<file path="src/rtl/memory_stage.sv">
// -----------------------------------------------------------------------------
// memory_stage
//   MEM stage of the 5-stage MIPS pipeline. It registers the execute-stage
//   results and runs loads/stores over a req/ack data-memory port. Load data
//   is lane-aligned and sign/zero-extended. Upstream is stalled while an access
//   is outstanding. A registered write-back bundle is presented to WB.
//
// Parameters
//   TIMEOUT       maximum cycles dmem_req is held without dmem_ack (>= 2)
//
// Ports
//   clk, rst_n    rising-edge clock, asynchronous active-low reset
//   ex_*          instruction fields from execute_stage, taken on ex_valid && !stall
//   stall         upstream must hold; high for every cycle an access is pending
//   dmem_req/we/addr/be/wdata   data-memory request, held stable until dmem_ack
//   dmem_ack/rdata              access completion and read data (same cycle)
//   wb_valid/en/dest/data       write-back bundle (wb_valid is a 1-cycle pulse)
//   exc_ovf, exc_misalign, bus_err   exception pulses qualified by wb_valid
// -----------------------------------------------------------------------------
module memory_stage #(
  parameter int TIMEOUT = 16
) (
  input  logic        clk,
  input  logic        rst_n,
  input  logic        ex_valid,
  input  logic [31:0] ex_alu_res,
  input  logic [31:0] ex_shift_res,
  input  logic [31:0] ex_dm_in,
  input  logic [31:0] ex_ea,
  input  logic        ex_ovfalu,
  input  logic        ex_res_sel,
  input  logic        ex_is_load,
  input  logic        ex_is_store,
  input  logic [1:0]  ex_size,
  input  logic        ex_unsigned,
  input  logic [4:0]  ex_dest,
  input  logic        ex_wb_en,
  output logic        stall,
  output logic        dmem_req,
  output logic        dmem_we,
  output logic [31:0] dmem_addr,
  output logic [3:0]  dmem_be,
  output logic [31:0] dmem_wdata,
  input  logic        dmem_ack,
  input  logic [31:0] dmem_rdata,
  output logic        wb_valid,
  output logic        wb_en,
  output logic [4:0]  wb_dest,
  output logic [31:0] wb_data,
  output logic        exc_ovf,
  output logic        exc_misalign,
  output logic        bus_err
);

  localparam int CNT_W = $clog2(TIMEOUT) + 1;
  localparam logic [CNT_W-1:0] CNT_LAST = CNT_W'(TIMEOUT - 1);

  typedef enum logic {
    IDLE   = 1'b0,
    ACCESS = 1'b1
  } state_t;

  state_t           state_q;
  state_t           state_d;
  logic [CNT_W-1:0] cnt_q;

  // Size encoding: 00 byte, 01 half, 1x word.
  function automatic logic [3:0] lane_be(input logic [1:0] size, input logic [1:0] lo);
    logic [3:0] be;
    if (size == 2'b00)      be = 4'b0001 << lo;
    else if (size == 2'b01) be = lo[1] ? 4'b1100 : 4'b0011;
    else                    be = 4'b1111;
    return be;
  endfunction

  function automatic logic [31:0] lane_wdata(input logic [1:0] size, input logic [31:0] d);
    logic [31:0] w;
    if (size == 2'b00)      w = {4{d[7:0]}};
    else if (size == 2'b01) w = {2{d[15:0]}};
    else                    w = d;
    return w;
  endfunction

  function automatic logic misaligned(input logic [1:0] size, input logic [1:0] lo);
    return ((size == 2'b01) && lo[0]) || (size[1] && (lo != 2'b00));
  endfunction

  // Pick the addressed lane out of the read word and extend it to 32 bits.
  function automatic logic [31:0] load_extend(input logic [1:0]  size,
                                              input logic [1:0]  lo,
                                              input logic        uns,
                                              input logic [31:0] rdata);
    logic [31:0]        shifted;
    logic signed [7:0]  b;
    logic signed [15:0] h;
    logic signed [31:0] s;
    shifted = rdata >> {lo, 3'b000};
    b = shifted[7:0];
    h = shifted[15:0];
    if (size == 2'b00) begin
      s = b;
      return uns ? {24'd0, shifted[7:0]} : s;
    end else if (size == 2'b01) begin
      s = h;
      return uns ? {16'd0, shifted[15:0]} : s;
    end
    return rdata;
  endfunction

  logic is_mem;
  logic ex_misalign;
  logic accept;

  assign is_mem      = ex_is_load | ex_is_store;
  assign ex_misalign = misaligned(ex_size, ex_ea[1:0]);
  assign accept      = ex_valid && (state_q == IDLE);

  always_ff @(posedge clk or negedge rst_n) begin
    if (!rst_n) state_q <= IDLE;
    else        state_q <= state_d;
  end

  always_comb begin
    state_d = state_q;
    case (state_q)
      IDLE:    if (accept && is_mem && !ex_misalign) state_d = ACCESS;
      ACCESS:  if (dmem_ack || (cnt_q == CNT_LAST))  state_d = IDLE;
      default: state_d = IDLE;
    endcase
  end

  // Timeout counter: counts ACCESS cycles without ack, cleared otherwise.
  always_ff @(posedge clk or negedge rst_n) begin
    if (!rst_n)
      cnt_q <= '0;
    else if ((state_q == ACCESS) && !dmem_ack && (cnt_q != CNT_LAST))
      cnt_q <= cnt_q + 1'b1;
    else
      cnt_q <= '0;
  end

  // ---- stage p1: memory-op fields captured at accept ----
  logic [31:0] addr_p1;
  logic [31:0] wdata_p1;
  logic [3:0]  be_p1;
  logic        we_p1;
  logic [1:0]  lo_p1;
  logic [1:0]  size_p1;
  logic        uns_p1;
  logic [4:0]  dest_p1;
  logic        wb_en_p1;

  always_ff @(posedge clk) begin
    if (accept) begin
      addr_p1  <= {ex_ea[31:2], 2'b00};
      wdata_p1 <= lane_wdata(ex_size, ex_dm_in);
      be_p1    <= lane_be(ex_size, ex_ea[1:0]);
      we_p1    <= ex_is_store;
      lo_p1    <= ex_ea[1:0];
      size_p1  <= ex_size;
      uns_p1   <= ex_unsigned;
      dest_p1  <= ex_dest;
      wb_en_p1 <= ex_wb_en;
    end
  end

  // The request is decoded from state so an async reset removes it at once;
  // the remaining bus fields are gated so they read 0 whenever idle.
  assign stall      = (state_q == ACCESS);
  assign dmem_req   = (state_q == ACCESS);
  assign dmem_we    = dmem_req & we_p1;
  assign dmem_addr  = dmem_req ? addr_p1  : 32'd0;
  assign dmem_be    = dmem_req ? be_p1    : 4'd0;
  assign dmem_wdata = dmem_req ? wdata_p1 : 32'd0;

  // ---- stage p2: write-back bundle ----
  always_ff @(posedge clk or negedge rst_n) begin
    if (!rst_n) begin
      wb_valid     <= 1'b0;
      wb_en        <= 1'b0;
      wb_dest      <= 5'd0;
      wb_data      <= 32'd0;
      exc_ovf      <= 1'b0;
      exc_misalign <= 1'b0;
      bus_err      <= 1'b0;
    end else begin
      wb_valid     <= 1'b0;
      wb_en        <= 1'b0;
      exc_ovf      <= 1'b0;
      exc_misalign <= 1'b0;
      bus_err      <= 1'b0;
      if (state_q == IDLE) begin
        if (accept && !is_mem) begin
          wb_valid <= 1'b1;
          wb_en    <= ex_wb_en & ~ex_ovfalu;
          wb_dest  <= ex_dest;
          wb_data  <= ex_res_sel ? ex_shift_res : ex_alu_res;
          exc_ovf  <= ex_ovfalu;
        end else if (accept && ex_misalign) begin
          wb_valid     <= 1'b1;
          wb_dest      <= ex_dest;
          wb_data      <= 32'd0;
          exc_misalign <= 1'b1;
        end
      end else begin
        // An ack in the final timeout cycle still completes normally.
        if (dmem_ack) begin
          wb_valid <= 1'b1;
          wb_dest  <= dest_p1;
          if (we_p1) begin
            wb_data <= 32'd0;
          end else begin
            wb_en   <= wb_en_p1;
            wb_data <= load_extend(size_p1, lo_p1, uns_p1, dmem_rdata);
          end
        end else if (cnt_q == CNT_LAST) begin
          wb_valid <= 1'b1;
          wb_dest  <= dest_p1;
          wb_data  <= 32'd0;
          bus_err  <= 1'b1;
        end
      end
    end
  end

endmodule

</file>
<file path="config.mk">
export PLATFORM = sky130hd
export DESIGN_NAME = memory_stage
export DESIGN_NICKNAME = d
export VERILOG_FILES = /design/src/rtl/memory_stage.sv
export SDC_FILE = /design/constraint.sdc
export NUM_CORES = 1
export LEC_CHECK = 0
export CAP_MARGIN = 20
export CORE_MARGIN = 4
export CORE_UTILIZATION = 45
export DETAILED_ROUTE_END_ITERATION = 7
export PLACE_DENSITY_LB_ADDON = 0.08
export REMOVE_ABC_BUFFERS = 1
export SKIP_LAST_GASP = 1
export SLEW_MARGIN = 20
export SYNTH_ARGS = -nofsm -noshare
export SYNTH_HDL_FRONTEND = slang
export SYNTH_SLANG_ARGS = --single-unit
</file>
<file path="constraint.sdc">
create_clock -name clk -period 8.35 [get_ports clk]
set_input_delay 2.505 -clock clk [delete_from_list [all_inputs] [get_ports clk]]
set_output_delay 2.505 -clock clk [all_outputs]
set_load 0.02 [all_outputs]
</file>
# Yosys cells after proc, flatten, opt, wreduce, memory -nomap -nowiden
# Cells that the tools add are included.
word_totals:
  register_bits: 126
  inputBits: 177
classes:
  add_sub_neg: 1
  n_eq_ne: 5
  shifts: 2
  muxes: 49
  bitwise_logic: 5
  reduce_logical: 19
op_table:
  columns: ["op", "n"]
  rows:
  - ["$mux W32", 16]
  - ["$shr A32 B5 Y16", 1]
  - ["$mux W5", 6]
  - ["$mux W1", 22]
  - ["$mux W4", 4]
  - ["$logic_and A1 B1 Y1", 9]
  - ["$add A5 B1 Y5 const B", 1]
  - ["$eq A5 B4 Y1 const B", 1]
  - ["$ne A5 B4 Y1 const B", 1]
  - ["$eq A2 B1 Y1 const B", 2]
  - ["$logic_not A2 Y1", 2]
  - ["$shl A1 B2 Y4 const A", 1]
  - ["$logic_not A1 Y1", 3]
  - ["$ne A3 B2 Y1 const B", 1]
  - ["$reduce_bool A3 Y1", 1]
  - ["$and A1 B1 Y1", 2]
  - ["$logic_or A1 B1 Y1", 2]
  - ["$not A1 Y1", 2]
  - ["$pmux W1 S2", 1]
  - ["$reduce_and A2 Y1", 1]
  - ["$reduce_bool A2 Y1", 1]
  - ["$or A1 B1 Y1", 1]

# Longest topological paths before layout
depth:
  word_depth: 10
  ltp_mapped: 9
  ltp_nobuf: 7

# Worst setup path after synthesis
# OpenSTA, ideal clock, no wires.
synth_timing:
  path_kind: "input to register"
  from: "in ex_valid"
  to: "reg wb_data[11]"
  setup_time_ns: 0.067
  arrival_time_ns: 7.173
  setup_slack_ns: 1.111
  stages: 5
  cell_sequence: "nor2b_1 > nand2_1 > clkbuf_1 > o21ai_0 > o32a_1"
synth_via:
  elab_chain_cells: 4
synth_rtl:
  columns: ["item", "line", "source"]
  rows:
  - ["start: declaration", "25", "input logic ex_valid,"]
  - ["$logic_and A1 B1 Y1 (*)", "116", "assign accept = ex_valid && (state_q == IDLE);"]
  - ["$logic_and A1 B1 Y1, on equally long branches", "193, 199", null]
  - ["$reduce_bool A3 Y1 (no line) / $mux W32 (equally long branches)", null, null]
  - ["$reduce_and A2 Y1 (no line) / $mux W32 (equally long branches)", null, null]
  - ["end signal: assignment", "197", "wb_data <= ex_res_sel ? ex_shift_res : ex_alu_res;"]
  - ["end signal: assignment", "214", "wb_data <= load_extend(size_p1, lo_p1, uns_p1, dmem_rdata);"]
  - ["end: declaration", "49", "output logic [31:0] wb_data,"]
# Mark *: on every way between the ends. The rest lies on a longest branch, timed or not.
# A chain may end at the register's enable or synchronous reset.

# Final worst setup path
layout_timing:
  from: "in ex_size[0]"
  to: "reg wb_dest[2]"
layout_via:
  elab_chain_cells: 6
layout_rtl:
  columns: ["item", "line", "source"]
  rows:
  - ["start: declaration", "34", "input logic [1:0] ex_size,"]
  - ["$eq A2 B1 Y1", "85", "return ((size == 2'b01) && lo[0]) || (size[1] && (lo != 2'b00));"]
  - ["$logic_and A1 B1 Y1", "85", null]
  - ["$logic_or A1 B1 Y1", "85", null]
  - ["$logic_and A1 B1 Y1", "199", "end else if (accept && ex_misalign) begin"]
  - ["$reduce_bool A3 Y1 (no line)", null, null]
  - ["$reduce_and A2 Y1 (no line)", null, null]
  - ["end signal: assignment", "196", "wb_dest <= ex_dest;"]
  - ["end signal: assignment", "201", "wb_dest <= ex_dest;"]
  - ["end signal: assignment", "209", "wb_dest <= dest_p1;"]
  - ["end: declaration", "48", "output logic [4:0] wb_dest,"]
# Every way passes these cells.

==> impl_metrics.csv <==
group,metric,value,unit
run_status,status,"finished clean",
floorplanning,io_pins,290,
min_path,worstHoldPathType,"flip-flop to flip-flop",
critical_path,ff2ff_setup_slack,5490,ps
critical_path,worst_setup_path_start_kind,"input port",
grt,track_usage,23.68,%
timing,setup_ws,2968,ps
timing,slew_violations,0,
synth,synth_cell_type_count,47,
power_and_ir_drop,switchingPower,0.5626,mW
power_and_ir_drop,powerDensity,212.4,nW/um^2
critical_path,cp_max_fo,20,
floorplanning,die_area,15880,um^2
critical_path,crit_family,"buffers and inverters",
critical_path,crit_arrival,5670,ps
timing,setup_tns,0,ps
critical_path,crit_chain,"clkdlybuf4s50_1 -> nor2_1 -> nor2_1 -> o221ai_4 -> inv_2 -> mux2_1",
cells_and_area,drive_gt1_share,10.03,%
synth,synthFlopType,"edfxtp_1",
clock_tree,ctsRootBufferMaster,"clkbuf_16",
critical_path,slowest_stage,"nor2_1",
floorplanning,die_w,126.0,um
floorplanning,core,13450,um^2
synth,yosysSeqAreaShare,56.52,%
drt,antenna_left,0,
synth,async_flop_share,38.10,%
clock_tree,postCtsSetupBuffers,0,
timing,skew,4.669,ps
drt,routed_via_density,5.394,
drt,drt_iter0_drc,427,
place,dp_slack,2537,ps
floorplanning,num_rows,42,
synth,synth.avg_cell_area,12.72,um^2
place,port-buffer-count,287,
cells_and_area,finalNetCount,944,
min_path,hold_depth,1,
clock_tree,cts_buffers,17,
drt,route.detailed.drc,0,
power_and_ir_drop,sw_frac_of_total,26.77,%
synth,synth-edff-count,78,
grt,grt_max_degree,81,
power_and_ir_drop,vdd_drop_max,0.1326,mV
synth,ys_ff_latch,126,
critical_path,crit_path_end_kind,"flip-flop",
synth,yosysWarnings,0,
floorplanning,initial_core_util,46.61,%
drt,wl_per_cell,20.19,um
timing,setup_viol,0,
synth,syn-cell-area,6270,um^2
power_and_ir_drop,clkPwrFrac,38.3,%
critical_path,regToRegStartpoint,"dmem_req$_DFF_PN0_",
clock_tree,h-tree-depth,4,
grt,grt_pass1_wl,29.52,mm
job,cap_violations,0,
power_and_ir_drop,p_int,1.539,mW
critical_path,cp.required,8640,ps
clock_tree,clk_pin_slew,60,ps
drt,vias,5146,
timing,slew_headroom,32.05,%
synth,syn_inst,493,
grt,grt_pass1_vias,5306,
clock_tree,cts_hold_buf,0,
drt,drtPass1Iterations,5,
critical_path,critPathBufInv,2,
cells_and_area,diodes,0,
place,dp_hpwl,14.01,mm
critical_path,cpMostUsedCell,"nor2_1",
timing,finalHoldViolations,0,
clock_tree,clk_latency,410,ps
power_and_ir_drop,sequentialPowerShare,37.2,%
clock_tree,cts_tree,"built",
power_and_ir_drop,combPwrFrac,24.6,%
min_path,hp-start,"cnt_q[0]$_DFF_PN0_",
timing,min_period,5382,ps
drt,routed_wl,19.27,mm
min_path,whs_endpoint,"cnt_q[0]$_DFF_PN0_",
power_and_ir_drop,power.leakage,3.966,nW
clock_tree,cts_max_path_buffers,2,
critical_path,rr_endpoint,"wb_dest[2]$_DFFE_PN0P_",
grt,grt_overflow,0,
place,gp_congestion,0.7883,
clock_tree,clock_sinks,126,
critical_path,worstRegToRegCells,6,
timing,rsz0062_at_grt,"false",
timing,worst_slew_pin_slew,1019,ps
timing,post-route-period-util,64.45,%
timing,fmax,0.1858,GHz
clock_tree,cts-resized-gates,0,
cells_and_area,area_growth,57.81,%
floorplanning,die_h,126.0,um
grt,grt_antenna_before_repair,0,
critical_path,worst-setup-path-type,"input port to flip-flop",
critical_path,critPathMaxStageDelay,820,ps
-- cells in the mapped netlist, types with 2 or more instances --
| master | number | area [um^2] |
|---|---|---|
| ha_1 | 2 | 25.02 |
| nor2_1 | 12 | 45.04 |
| a21oi_1 | 3 | 15.01 |
| inv_1 | 22 | 82.58 |
| edfxtp_1 | 78 | 2342 |
| a221oi_1 | 8 | 70.07 |
| nand2b_1 | 4 | 25.02 |
| o21ai_0 | 19 | 95.09 |
| a2111oi_0 | 7 | 61.31 |
| dfrtp_1 | 48 | 1201 |
| mux2i_1 | 49 | 490.5 |
| o221ai_1 | 14 | 122.6 |
| buf_1 | 2 | 7.510 |
| clkbuf_1 | 23 | 86.33 |
| o32a_1 | 7 | 70.07 |
| and2_1 | 67 | 419.2 |
| or3_1 | 2 | 12.51 |
| o21bai_1 | 2 | 15.01 |
| nor2b_1 | 2 | 12.51 |
| and3_1 | 2 | 12.51 |
| a2bb2oi_1 | 7 | 61.31 |
| a21o_1 | 3 | 22.52 |
| mux2_2 | 31 | 349.1 |
| o22ai_1 | 2 | 12.51 |
| mux2_1 | 3 | 33.78 |
| buf_4 | 4 | 30.03 |
| nand2_1 | 10 | 37.54 |
| a211o_1 | 17 | 148.9 |
| o2bb2ai_1 | 16 | 140.1 |
| buf_2 | 10 | 50.05 |
-- metal layers --
layer	track usage, %	part of all wire, %
met5	0	0
met1	27.06	38
met3	9.272	9.2
met4	7.697	1.8
met2	40.81	51
-- registers in the layout (all words and copies together) (netlist names) --
register and count:
addr_p1 30, be_p1 4, bus_err 1, cnt_q 5, dest_p1 5, dmem_req 1
exc_misalign 1, exc_ovf 1, lo_p1 2, size_p1 2, uns_p1 1, wb_data 32
wb_dest 5, wb_en 1, wb_en_p1 1, wb_valid 1, wdata_p1 32, we_p1 1
-- kinds of logic (layout without fill, tap and decap cells) --
kind of cell / after synthesis / in the layout / synth area share [%]
flip-flops: 126 / 126 / 56.52
AND/OR/NAND/NOR: 106 / 106 / 9.818
adder cells (fa/ha/maj): 2 / 2 / 0.3991
multiplexers: 84 / 84 / 14.29
buffers and inverters: 62 / 346 / 4.151
other: 1 / 2 / 0.05981
XOR/XNOR: 2 / 2 / 0.2794
AO/OA/AOI/OAI: 110 / 110 / 14.49
-- placed cells by master, fill, tap and decap left out, types with 3 or more instances in the layout --
master	synthesis	layout
a2111oi_0	7	7
a211o_1	17	17
a21o_1	3	3
a21oi_1	3	3
a221oi_1	8	8
a2bb2oi_1	7	7
and2_1	67	67
buf_4	4	4
clkbuf_16	0	21
clkdlybuf4s50_1	0	285
dfrtp_1	48	47
edfxtp_1	78	78
inv_1	22	22
inv_6	0	3
mux2_1	3	3
mux2_2	31	31
mux2i_1	49	49
nand2_1	10	9
nand2b_1	4	4
nor2_1	12	12
o21ai_0	19	19
o221ai_1	14	14
o2bb2ai_1	16	16
o32a_1	7	7
-- area by class of cell --
cell class,instances,area [um^2]
clock inverters,9,110.1
flip-flops and latches,126,3545
clock buffers,23,553.0
fillers,963,3558
repair buffers,291,2893
well taps,176,220.2
inverters,23,86.33
multi-input cells,306,2487
-- per-stage QoR --
| step | hold WS [ps] | utilization [%] | instance area [um^2] | total power [mW] | cells |
|---|---|---|---|---|---|
| finish | 461.0 | 73.55 | 9894 | 2.101 | 954 |
| global route | 500.1 | 73.55 | 9894 | 2.186 | 954 |
| CTS | 462.6 | 73.47 | 9884 | 2.118 | 954 |
| detailed placement | 451.7 | 68.55 | 9221 | 1.308 | 922 |
| global placement | 445.7 | 68.55 | 9221 | 1.297 | 922 |
| floorplan | 426.0 | - | 6100 | 1.015 | 455 |
-- worst max path at each step --
stage,startpoint,to,slack (ps),depth (start not counted)
global route,ex_size[0],wb_dest[4]$_DFFE_PN0P_,2750,6
detailed placement,ex_size[0],wb_dest[4]$_DFFE_PN0P_,2540,6
global placement,ex_size[0],wb_dest[4]$_DFFE_PN0P_,2670,6
floorplan,ex_valid,wb_data[10]$_DFFE_PN0P_,-140,4
finish,ex_size[0],wb_dest[2]$_DFFE_PN0P_,2970,6
CTS,ex_size[0],wb_dest[2]$_DFFE_PN0P_,2960,6
-- worst register-to-register path, delay by kind of cell (launching register included) --
| family | cells | cell delay [ps] |
|---|---|---|
| flops | 1 | 330 |
| buf+inv | 3 | 1040 |
| mux | 1 | 400 |
| simple gates | 1 | 640 |
| compound gates | 1 | 330 |
-- power by group through the flow --
stage                     logic (mW)  registers, mW  clock network, mW
after floorplan                0.170          0.846                  0
after global placement         0.509          0.788                  0
after detailed placement       0.515          0.792                  0
after CTS                      0.520          0.781              0.817
after global routing           0.547          0.789              0.851
final                          0.516          0.781              0.804
No activity file was read; power rests on OpenSTA's default activity.
